--- src/rtl/pipe_hazard_ctrl_pkg.sv ---
// Shared types for the pipeline hazard controller: forwarding selects,
// controller states, scoreboard entry layout and the producer/consumer
// match helper used by the scoreboard.
package pipe_ctrl_pkg;

  localparam int REG_W = 4;

  typedef logic [REG_W-1:0] reg_t;

  typedef enum logic [1:0] {
    FWD_NONE  = 2'b00,
    FWD_EXMEM = 2'b01,
    FWD_MEMWB = 2'b10
  } fwd_sel_t;

  typedef enum logic [1:0] {
    RUN,
    LDSTALL,
    HALT_DRAIN,
    HALTED
  } state_t;

  typedef struct packed {
    logic valid;
    reg_t rd;
    logic regwrite;
    logic memread;
  } sb_entry_t;

  // An in-flight instruction produces a value a source needs. R0 is
  // hard-wired to zero, so it never counts as a dependency.
  function automatic logic sb_match(sb_entry_t e, reg_t src);
    return e.valid & e.regwrite & (e.rd == src) & (src != '0);
  endfunction

  // The younger producer (MEM stage) holds the newer value, so it wins.
  function automatic fwd_sel_t fwd_pick(logic mem_hit, logic wb_hit);
    if (mem_hit) return FWD_EXMEM;
    if (wb_hit)  return FWD_MEMWB;
    return FWD_NONE;
  endfunction

endpackage

--- src/rtl/pipe_hazard_ctrl_if.sv ---
// Bundle between the pipeline datapath and the hazard controller.
// master = datapath side (drives ID/EX status), slave = controller.
interface pipe_hazard_ctrl_if;
  import pipe_ctrl_pkg::*;

  logic     id_valid;
  reg_t     id_rs;
  reg_t     id_rt;
  logic     id_rs_used;
  logic     id_rt_used;
  reg_t     id_rd;
  logic     id_regwrite;
  logic     id_memread;
  logic     id_hlt;
  logic     ex_branch_taken;

  logic     stall_if;
  logic     stall_id;
  logic     flush_id;
  logic     flush_ex;
  fwd_sel_t fwd_a_sel;
  fwd_sel_t fwd_b_sel;
  logic     halted;

  modport master (
    output id_valid, id_rs, id_rt, id_rs_used, id_rt_used, id_rd,
           id_regwrite, id_memread, id_hlt, ex_branch_taken,
    input  stall_if, stall_id, flush_id, flush_ex, fwd_a_sel, fwd_b_sel,
           halted
  );

  modport slave (
    input  id_valid, id_rs, id_rt, id_rs_used, id_rt_used, id_rd,
           id_regwrite, id_memread, id_hlt, ex_branch_taken,
    output stall_if, stall_id, flush_id, flush_ex, fwd_a_sel, fwd_b_sel,
           halted
  );

endinterface

--- src/rtl/pipe_hazard_ctrl_scoreboard.sv ---
// hazard_scoreboard: shadows the EX, MEM and WB pipeline registers with
// just the destination information needed for hazard detection, and
// derives the stall request and forwarding selects from it.
// Build option PIPE_FWD_EN: enables forwarding (only load-use stalls);
// without it every EX/MEM producer stalls ID and forwarding stays off.
module hazard_scoreboard
  import pipe_ctrl_pkg::*;
(
  input  logic      clk,
  input  logic      rst_n,
  input  sb_entry_t id_entry_i,
  input  reg_t      id_rs_i,
  input  reg_t      id_rt_i,
  input  logic      id_rs_need_i,
  input  logic      id_rt_need_i,
  input  logic      bubble_i,
  output logic      hazard_o,
  output fwd_sel_t  fwd_a_sel_o,
  output fwd_sel_t  fwd_b_sel_o
);

  sb_entry_t ex_q, ex_d, mem_q;

  // A stalled or flushed ID instruction must not enter EX, so it becomes a bubble
  always_comb begin
    ex_d = id_entry_i;
    if (bubble_i) ex_d.valid = 1'b0;
  end

  // Shift the destination shadow down the pipeline every cycle
  always_ff @(posedge clk or negedge rst_n) begin
    if (!rst_n) begin
      ex_q  <= '0;
      mem_q <= '0;
    end else begin
      ex_q  <= ex_d;
      mem_q <= ex_q;
    end
  end

`ifdef PIPE_FWD_EN
  sb_entry_t wb_q;
  reg_t      ex_rs_q, ex_rt_q;

  // WB shadow and EX source specifiers are only needed to steer forwarding
  always_ff @(posedge clk or negedge rst_n) begin
    if (!rst_n) begin
      wb_q    <= '0;
      ex_rs_q <= '0;
      ex_rt_q <= '0;
    end else begin
      wb_q    <= mem_q;
      ex_rs_q <= id_rs_i;
      ex_rt_q <= id_rt_i;
    end
  end

  // Only a load in EX cannot be forwarded in time for the ID consumer
  always_comb begin
    hazard_o = ex_q.memread &
               ((id_rs_need_i & sb_match(ex_q, id_rs_i)) |
                (id_rt_need_i & sb_match(ex_q, id_rt_i)));
  end

  // Pick the newest producer of each EX operand
  always_comb begin
    fwd_a_sel_o = fwd_pick(sb_match(mem_q, ex_rs_q), sb_match(wb_q, ex_rs_q));
    fwd_b_sel_o = fwd_pick(sb_match(mem_q, ex_rt_q), sb_match(wb_q, ex_rt_q));
  end
`else
  // Without forwarding any EX or MEM producer must retire before ID reads;
  // a WB producer is fine because the register file writes first half-cycle
  always_comb begin
    hazard_o = (id_rs_need_i & (sb_match(ex_q, id_rs_i) | sb_match(mem_q, id_rs_i))) |
               (id_rt_need_i & (sb_match(ex_q, id_rt_i) | sb_match(mem_q, id_rt_i)));
  end

  assign fwd_a_sel_o = FWD_NONE;
  assign fwd_b_sel_o = FWD_NONE;
`endif

endmodule

--- src/rtl/pipe_hazard_ctrl.sv ---
// pipe_hazard_ctrl: hazard controller for the 5-stage pipeline. Owns the
// RUN/LDSTALL/HALT_DRAIN/HALTED sequencing and decodes stall, flush and
// halt outputs; dependency tracking lives in hazard_scoreboard.
// Build option PIPE_FWD_EN selects forwarding vs. stall-only operation.
module pipe_hazard_ctrl
  import pipe_ctrl_pkg::*;
#(
  parameter int DRAIN_CYC = 3
) (
  input  logic              clk,
  input  logic              rst_n,
  pipe_hazard_ctrl_if.slave bus
);

  localparam int               CNT_W    = (DRAIN_CYC > 1) ? $clog2(DRAIN_CYC) : 1;
  localparam logic [CNT_W-1:0] CNT_LOAD = CNT_W'(DRAIN_CYC - 1);

  state_t           state_q, state_d;
  logic [CNT_W-1:0] cnt_q, cnt_d;
  sb_entry_t        id_entry;
  logic             hazard;
  logic             bubble;
  logic             stall_if;
  logic             stall_id;
  logic             flush;
  logic             halted;
  fwd_sel_t         fwd_a;
  fwd_sel_t         fwd_b;

  assign id_entry = '{valid:    bus.id_valid,
                      rd:       bus.id_rd,
                      regwrite: bus.id_regwrite,
                      memread:  bus.id_memread};

  assign bubble = stall_id | flush;

  hazard_scoreboard u_sb (
    .clk          (clk),
    .rst_n        (rst_n),
    .id_entry_i   (id_entry),
    .id_rs_i      (bus.id_rs),
    .id_rt_i      (bus.id_rt),
    .id_rs_need_i (bus.id_valid & bus.id_rs_used),
    .id_rt_need_i (bus.id_valid & bus.id_rt_used),
    .bubble_i     (bubble),
    .hazard_o     (hazard),
    .fwd_a_sel_o  (fwd_a),
    .fwd_b_sel_o  (fwd_b)
  );

  // Controller state and drain counter
  always_ff @(posedge clk or negedge rst_n) begin
    if (!rst_n) begin
      state_q <= RUN;
      cnt_q   <= '0;
    end else begin
      state_q <= state_d;
      cnt_q   <= cnt_d;
    end
  end

  // Next state and output decode; a taken branch overrides any stall
  always_comb begin
    state_d  = state_q;
    cnt_d    = cnt_q;
    stall_if = 1'b0;
    stall_id = 1'b0;
    flush    = 1'b0;
    halted   = 1'b0;
    case (state_q)
      RUN, LDSTALL: begin
        if (bus.ex_branch_taken) begin
          flush   = 1'b1;
          state_d = RUN;
        end else if (hazard) begin
          stall_if = 1'b1;
          stall_id = 1'b1;
          state_d  = LDSTALL;
        end else begin
          state_d = RUN;
          if (state_q == RUN && bus.id_valid && bus.id_hlt) begin
            state_d = HALT_DRAIN;
            cnt_d   = CNT_LOAD;
          end
        end
      end
      HALT_DRAIN: begin
        if (bus.ex_branch_taken) begin
          flush   = 1'b1;
          state_d = RUN;
        end else begin
          stall_if = 1'b1;
          if (cnt_q == '0) state_d = HALTED;
          else             cnt_d   = cnt_q - 1'b1;
        end
      end
      HALTED: begin
        stall_if = 1'b1;
        stall_id = 1'b1;
        halted   = 1'b1;
      end
      default: state_d = RUN;
    endcase
  end

  assign bus.stall_if  = stall_if;
  assign bus.stall_id  = stall_id;
  assign bus.flush_id  = flush;
  assign bus.flush_ex  = flush;
  assign bus.fwd_a_sel = fwd_a;
  assign bus.fwd_b_sel = fwd_b;
  assign bus.halted    = halted;

endmodule

--- src/flat_wrapper.sv ---
// flat-port wrapper written by rule: the top's interface ports become plain ports
module pipe_hazard_ctrl_flat import pipe_ctrl_pkg::*;
#(
  parameter int DRAIN_CYC = 3
)
  (clk, rst_n, bus_id_valid, bus_id_rs, bus_id_rt, bus_id_rs_used, bus_id_rt_used, bus_id_rd, bus_id_regwrite, bus_id_memread, bus_id_hlt, bus_ex_branch_taken, bus_stall_if, bus_stall_id, bus_flush_id, bus_flush_ex, bus_fwd_a_sel, bus_fwd_b_sel, bus_halted);
  pipe_hazard_ctrl_if bus_i ();
  input  logic clk;
  input  logic rst_n;
  input wire logic [$bits(bus_i.id_valid)-1:0] bus_id_valid;
  input wire logic [$bits(bus_i.id_rs)-1:0] bus_id_rs;
  input wire logic [$bits(bus_i.id_rt)-1:0] bus_id_rt;
  input wire logic [$bits(bus_i.id_rs_used)-1:0] bus_id_rs_used;
  input wire logic [$bits(bus_i.id_rt_used)-1:0] bus_id_rt_used;
  input wire logic [$bits(bus_i.id_rd)-1:0] bus_id_rd;
  input wire logic [$bits(bus_i.id_regwrite)-1:0] bus_id_regwrite;
  input wire logic [$bits(bus_i.id_memread)-1:0] bus_id_memread;
  input wire logic [$bits(bus_i.id_hlt)-1:0] bus_id_hlt;
  input wire logic [$bits(bus_i.ex_branch_taken)-1:0] bus_ex_branch_taken;
  output wire logic [$bits(bus_i.stall_if)-1:0] bus_stall_if;
  output wire logic [$bits(bus_i.stall_id)-1:0] bus_stall_id;
  output wire logic [$bits(bus_i.flush_id)-1:0] bus_flush_id;
  output wire logic [$bits(bus_i.flush_ex)-1:0] bus_flush_ex;
  output wire logic [$bits(bus_i.fwd_a_sel)-1:0] bus_fwd_a_sel;
  output wire logic [$bits(bus_i.fwd_b_sel)-1:0] bus_fwd_b_sel;
  output wire logic [$bits(bus_i.halted)-1:0] bus_halted;
  assign bus_i.id_valid = bus_id_valid;
  assign bus_i.id_rs = bus_id_rs;
  assign bus_i.id_rt = bus_id_rt;
  assign bus_i.id_rs_used = bus_id_rs_used;
  assign bus_i.id_rt_used = bus_id_rt_used;
  assign bus_i.id_rd = bus_id_rd;
  assign bus_i.id_regwrite = bus_id_regwrite;
  assign bus_i.id_memread = bus_id_memread;
  assign bus_i.id_hlt = bus_id_hlt;
  assign bus_i.ex_branch_taken = bus_ex_branch_taken;
  assign bus_stall_if = bus_i.stall_if;
  assign bus_stall_id = bus_i.stall_id;
  assign bus_flush_id = bus_i.flush_id;
  assign bus_flush_ex = bus_i.flush_ex;
  assign bus_fwd_a_sel = bus_i.fwd_a_sel;
  assign bus_fwd_b_sel = bus_i.fwd_b_sel;
  assign bus_halted = bus_i.halted;
  pipe_hazard_ctrl #(.DRAIN_CYC(DRAIN_CYC)) u_core (.clk(clk), .rst_n(rst_n), .bus(bus_i));
endmodule
--- config.mk ---
export PLATFORM = sky130hd
export DESIGN_NAME = pipe_hazard_ctrl_flat
export DESIGN_NICKNAME = d
export VERILOG_FILES = /design/src/rtl/pipe_hazard_ctrl_pkg.sv /design/src/rtl/pipe_hazard_ctrl_if.sv /design/src/rtl/pipe_hazard_ctrl_scoreboard.sv /design/src/rtl/pipe_hazard_ctrl.sv /design/src/flat_wrapper.sv
export SDC_FILE = /design/constraint.sdc
export NUM_CORES = 1
export LEC_CHECK = 0
export BUFFER_PORTS_ARGS = -buffer_cell sky130_fd_sc_hd__buf_2
export CAP_MARGIN = 20
export CORE_MARGIN = 3
export CORE_UTILIZATION = 50
export CTS_BUF_LIST = sky130_fd_sc_hd__clkbuf_2 sky130_fd_sc_hd__clkbuf_4 sky130_fd_sc_hd__clkbuf_8
export DETAILED_ROUTE_END_ITERATION = 10
export GPL_TIMING_DRIVEN = 1
export PLACE_DENSITY = 0.91
export SLEW_MARGIN = 20
export SYNTH_ARGS = -nofsm -noshare
export SYNTH_HDL_FRONTEND = slang
export SYNTH_SLANG_ARGS = --single-unit
--- constraint.sdc ---
create_clock -name clk -period 1.7 [get_ports clk]
set_input_delay 0.085 -clock clk [delete_from_list [all_inputs] [get_ports clk]]
set_output_delay 0.085 -clock clk [all_outputs]
set_load 0.02 [all_outputs]
==> metrics.md <==
| Metric | Value |
|---|---|
| Syn. warnings | 0 |
| Flop pwr share | 48.8% |
| Post-DRT Antenna Nets | 0 |
| CP Capture Type | primary output |
| Core Region | approximately 0.0015 mm^2 |
| Int Pwr | 0.6581 mW |
| Clock slew at reported path FFs | 0.10 ns |
| Reg2Reg Depth | 7 |
| First-pass DRT Iterations | 4 |
| Switching share of total power | around 29% |
| GRT overflow | 0 |
| Comb pwr share | between 20% and 30% |
| Worst setup margin | -0.1837 ns |
| Area delta synth->final | 29.30% |
| Failing checks | setup timing |
| Ports | 30 |
| Sequential cell area fraction in the yosys report | 47.83% |
| Fmax | 530.9 MHz |
| Crit-path max cell delay | 0.42 ns |
| Layout Skew | 0.01137 ns |
| Gpl congestion | 0.7332 |
| Clock root buffer master | clkbuf_4 |
| Reg-to-Reg Start | u_core.u_sb.ex_q[2] |
| Critical Path Fanout Max | 5 |
| Critical-path top delay cell | dfrtp_1 |
| RSZ-0062 raised after global routing | yes |
| Setup TNS | -0.3626 ns |
| Outcome | finished with violations |
| Cells along the critical path | xor2_1, nor3_1, nand4_1, a21oi_2, a41oi_4, o21ai_1, buf_4 |
| FILL cells | between 100 and 150 |
| Tightest Pin Transition | about 0.53 ns |
| Post-synthesis instance total | 76 |
| Synthesis-stage register bit count | 16 |
| Setup violators final | 2 |
| Fin. Hold Viols | 0 |
| Vias in the first global route | 685 |
| Port bufs | 24 |
| Die Wd | 46.92 um |
| Antenna violations before repair | 0 |
| CTS Buf Count | 3 |
| CTS tree | done |
| Fin crit period | 1.884 ns |
| Post-synthesis cell type count | 25 |
| Max clock buf depth | 2 |
| Area fraction of the dominant cell type after synthesis | 47.83% |
| Hold crit path type | in -> reg |
| CP Data Arrival Time | approximately 1.8 ns |
| Detailed-route wire length | 1851 um |
| Share of layout cells above drive strength 1 | 31.25% |
| Largest net degree at the start of global routing | 17 |
| WHS | approximately 0.095 ns |
| Hold path depth | 2 |
| Worst ir drop on vdd | ~0.63 mV |
| Nets | 135 |
| Die ar. | 0.002201 mm^2 |
| PD cells | 856.3 mW/mm^2 |
| Clk pwr share | 26.7% |
| Worst Path Class, Setup | reg -> out |
| Leakage power | between 0.5 and 0.6 nW |
| Initial Util | roughly 54% |
| # rows | 14 |
| Required time worst endpoint | ~1.6 ns |
| Pwr Total | 0.9268 mW |
| CTS H-tree depth | 1 |
| 1st-iter DRT viols | 30 |
| Reg2Reg Setup Slack | 0.04 ns |
| Fin crit share | 110.8% |
| Clock sinks | 16 |
| Finished Core Util | between 70% and 80% |
| Psw | 0.2686 mW |
| Post-DR wirelength/cell | 14.46 um |
| Top cells by area, synth | dfrtp_1 48%, xor2_1 13%, xnor2_1 5.2% |
| Vias | 702 |
| Avg Inst Size Synth | 11.01 um^2 |
| Synth area leader | dfrtp_1 |
| Worst-skew pair later-pin latency | 0.29 ns |
| Critical Path Start Type | flip-flop |
| Max_cap viols | 0 |
| Die height | 46.92 um |
| Slew Limit Headroom | 64.40% |
| Crit path from | u_core.u_sb.ex_q[2] |
| First-pass GRT wire length | around 2900 um |
| Diode count | 0 |
| Hpwl dp | 1520 um |
| Hold_sp | bus_id_valid |
| Vias per cell | 5.484 |
| Final Max Tran Viols | 0 |
| Total GRT Usage | 18.86% |
| DRC Markers | 0 |
| Synth Cell Area | 837.1 um^2 |
[power by group through the flow]
stage | sequential, mW | clock, mW | combinational, mW
2_1_floorplan | 0.453 | 0 | 0.149
3_3_place_gp | 0.456 | 0 | 0.199
3_5_place_dp | 0.460 | 0 | 0.210
4_1_cts | 0.452 | 0.252 | 0.223
5_1_grt | 0.460 | 0.271 | 0.259
6_report | 0.452 | 0.248 | 0.227
[sequential cells by signal, summed over array words and instances (netlist names)]
signal / flops
u_core.u_sb.mem_q: 6
u_core.state_q: 2
u_core.cnt_q: 2
u_core.u_sb.ex_q: 6
[cells by family after synthesis]
| group | count (synthesis) | synth area share, % |
|---|---|---|
| AOI/OAI and AO/OA | 13 | 14.35 |
| adders and majority gates | 1 | 1.495 |
| buffers and inverters | 10 | 6.727 |
| xor gates and xnor gates | 17 | 17.79 |
| other | 1 | 0.4480 |
| DFF | 16 | 47.83 |
| and+or+nand+nor | 18 | 11.36 |
[cells in the final DEF (no fill, tap or decap), types with 2 or more instances in the layout]
master / n
a21oi_1: 3
buf_2: 22
buf_4: 6
clkbuf_4: 3
conb_1: 4
dfrtp_1: 16
dlygate4sd3_1: 6
inv_1: 5
nand2_1: 2
nand3_1: 2
nand4_1: 3
nor2_1: 4
nor3_1: 3
o21ai_1: 2
or4_1: 2
xnor2_1: 5
xor2_1: 12
[area by class of cell]
type	count	area (um^2)	share of cell area (%)
repair buffers	34	215.2	19.88
well taps	16	20.02	1.850
inverters	5	18.77	1.734
flip-flops and latches	16	400.4	36.99
clock buffers	4	36.28	3.353
multi-input cells	53	391.6	36.18
[metal layers]
layer | vias to the layer above | GRT usage (%) | share of wire (%)
met1 | 320 | 23.60 | 39
met5 | - | 0 | 0
li1 | 333 | - | -
met4 | 0 | 11.05 | 4.3
met3 | 10 | 5.364 | 6.3
met2 | 39 | 29.00 | 51
[cells in the mapped netlist, drive strengths merged]
cell type	count
a21oi	4
a31o	1
a31oi	1
a41oi	1
buf	5
conb	1
dfrtp	16
ha	1
inv	5
nand2	2
nand3	2
nand3b	1
nand4	3
nor2	4
nor3	3
nor4	1
o2111a	1
o21ai	2
o2bb2ai	1
o31ai	1
o41ai	1
or4	2
xnor2	5
xor2	12
[metrics by stage]
step / std cells / cell area, um^2 / setup WS [ns]
after floorplan: 79 / 848.3 / 0.07764
after global placement: 114 / 950.9 / 0.09118
after detailed placement: 114 / 950.9 / 0.07107
after CTS: 125 / 1060 / -0.2097
after global routing: 128 / 1082 / -0.3300
final: 128 / 1082 / -0.1837
[worst max-delay path: cells and delay by family, from the launching register on]
| family | cells | cell delay (ns) |
|---|---|---|
| flops | 1 | 0.42 |
| compound gates | 3 | 0.41 |
| simple gates | 2 | 0.35 |
| xor+xnor | 1 | 0.18 |
| buf+inv | 1 | 0.16 |
[worst paths after layout]
| path | end |
|---|---|
| min in group asynchronous | u_core.state_q[1] |
| hold reg to reg | u_core.u_sb.mem_q[6] |
| setup reg to reg | u_core.cnt_q[1] |
| max in group asynchronous | u_core.u_sb.ex_q[3] |
| setup / recovery | bus_stall_id |
| hold / removal | u_core.u_sb.ex_q[6] |
[repair_timing]
item / 4_1_cts / 5_1_grt
pin swaps: 0 / 7
resized for setup: 2 / 0
buffers inserted: 1 / 3
hold buffers: 6 / 0
endpoints found under the hold margin: 21 / 0
setup endpoints to repair: 2 / 5
Power figures use the tool's default switching activity.
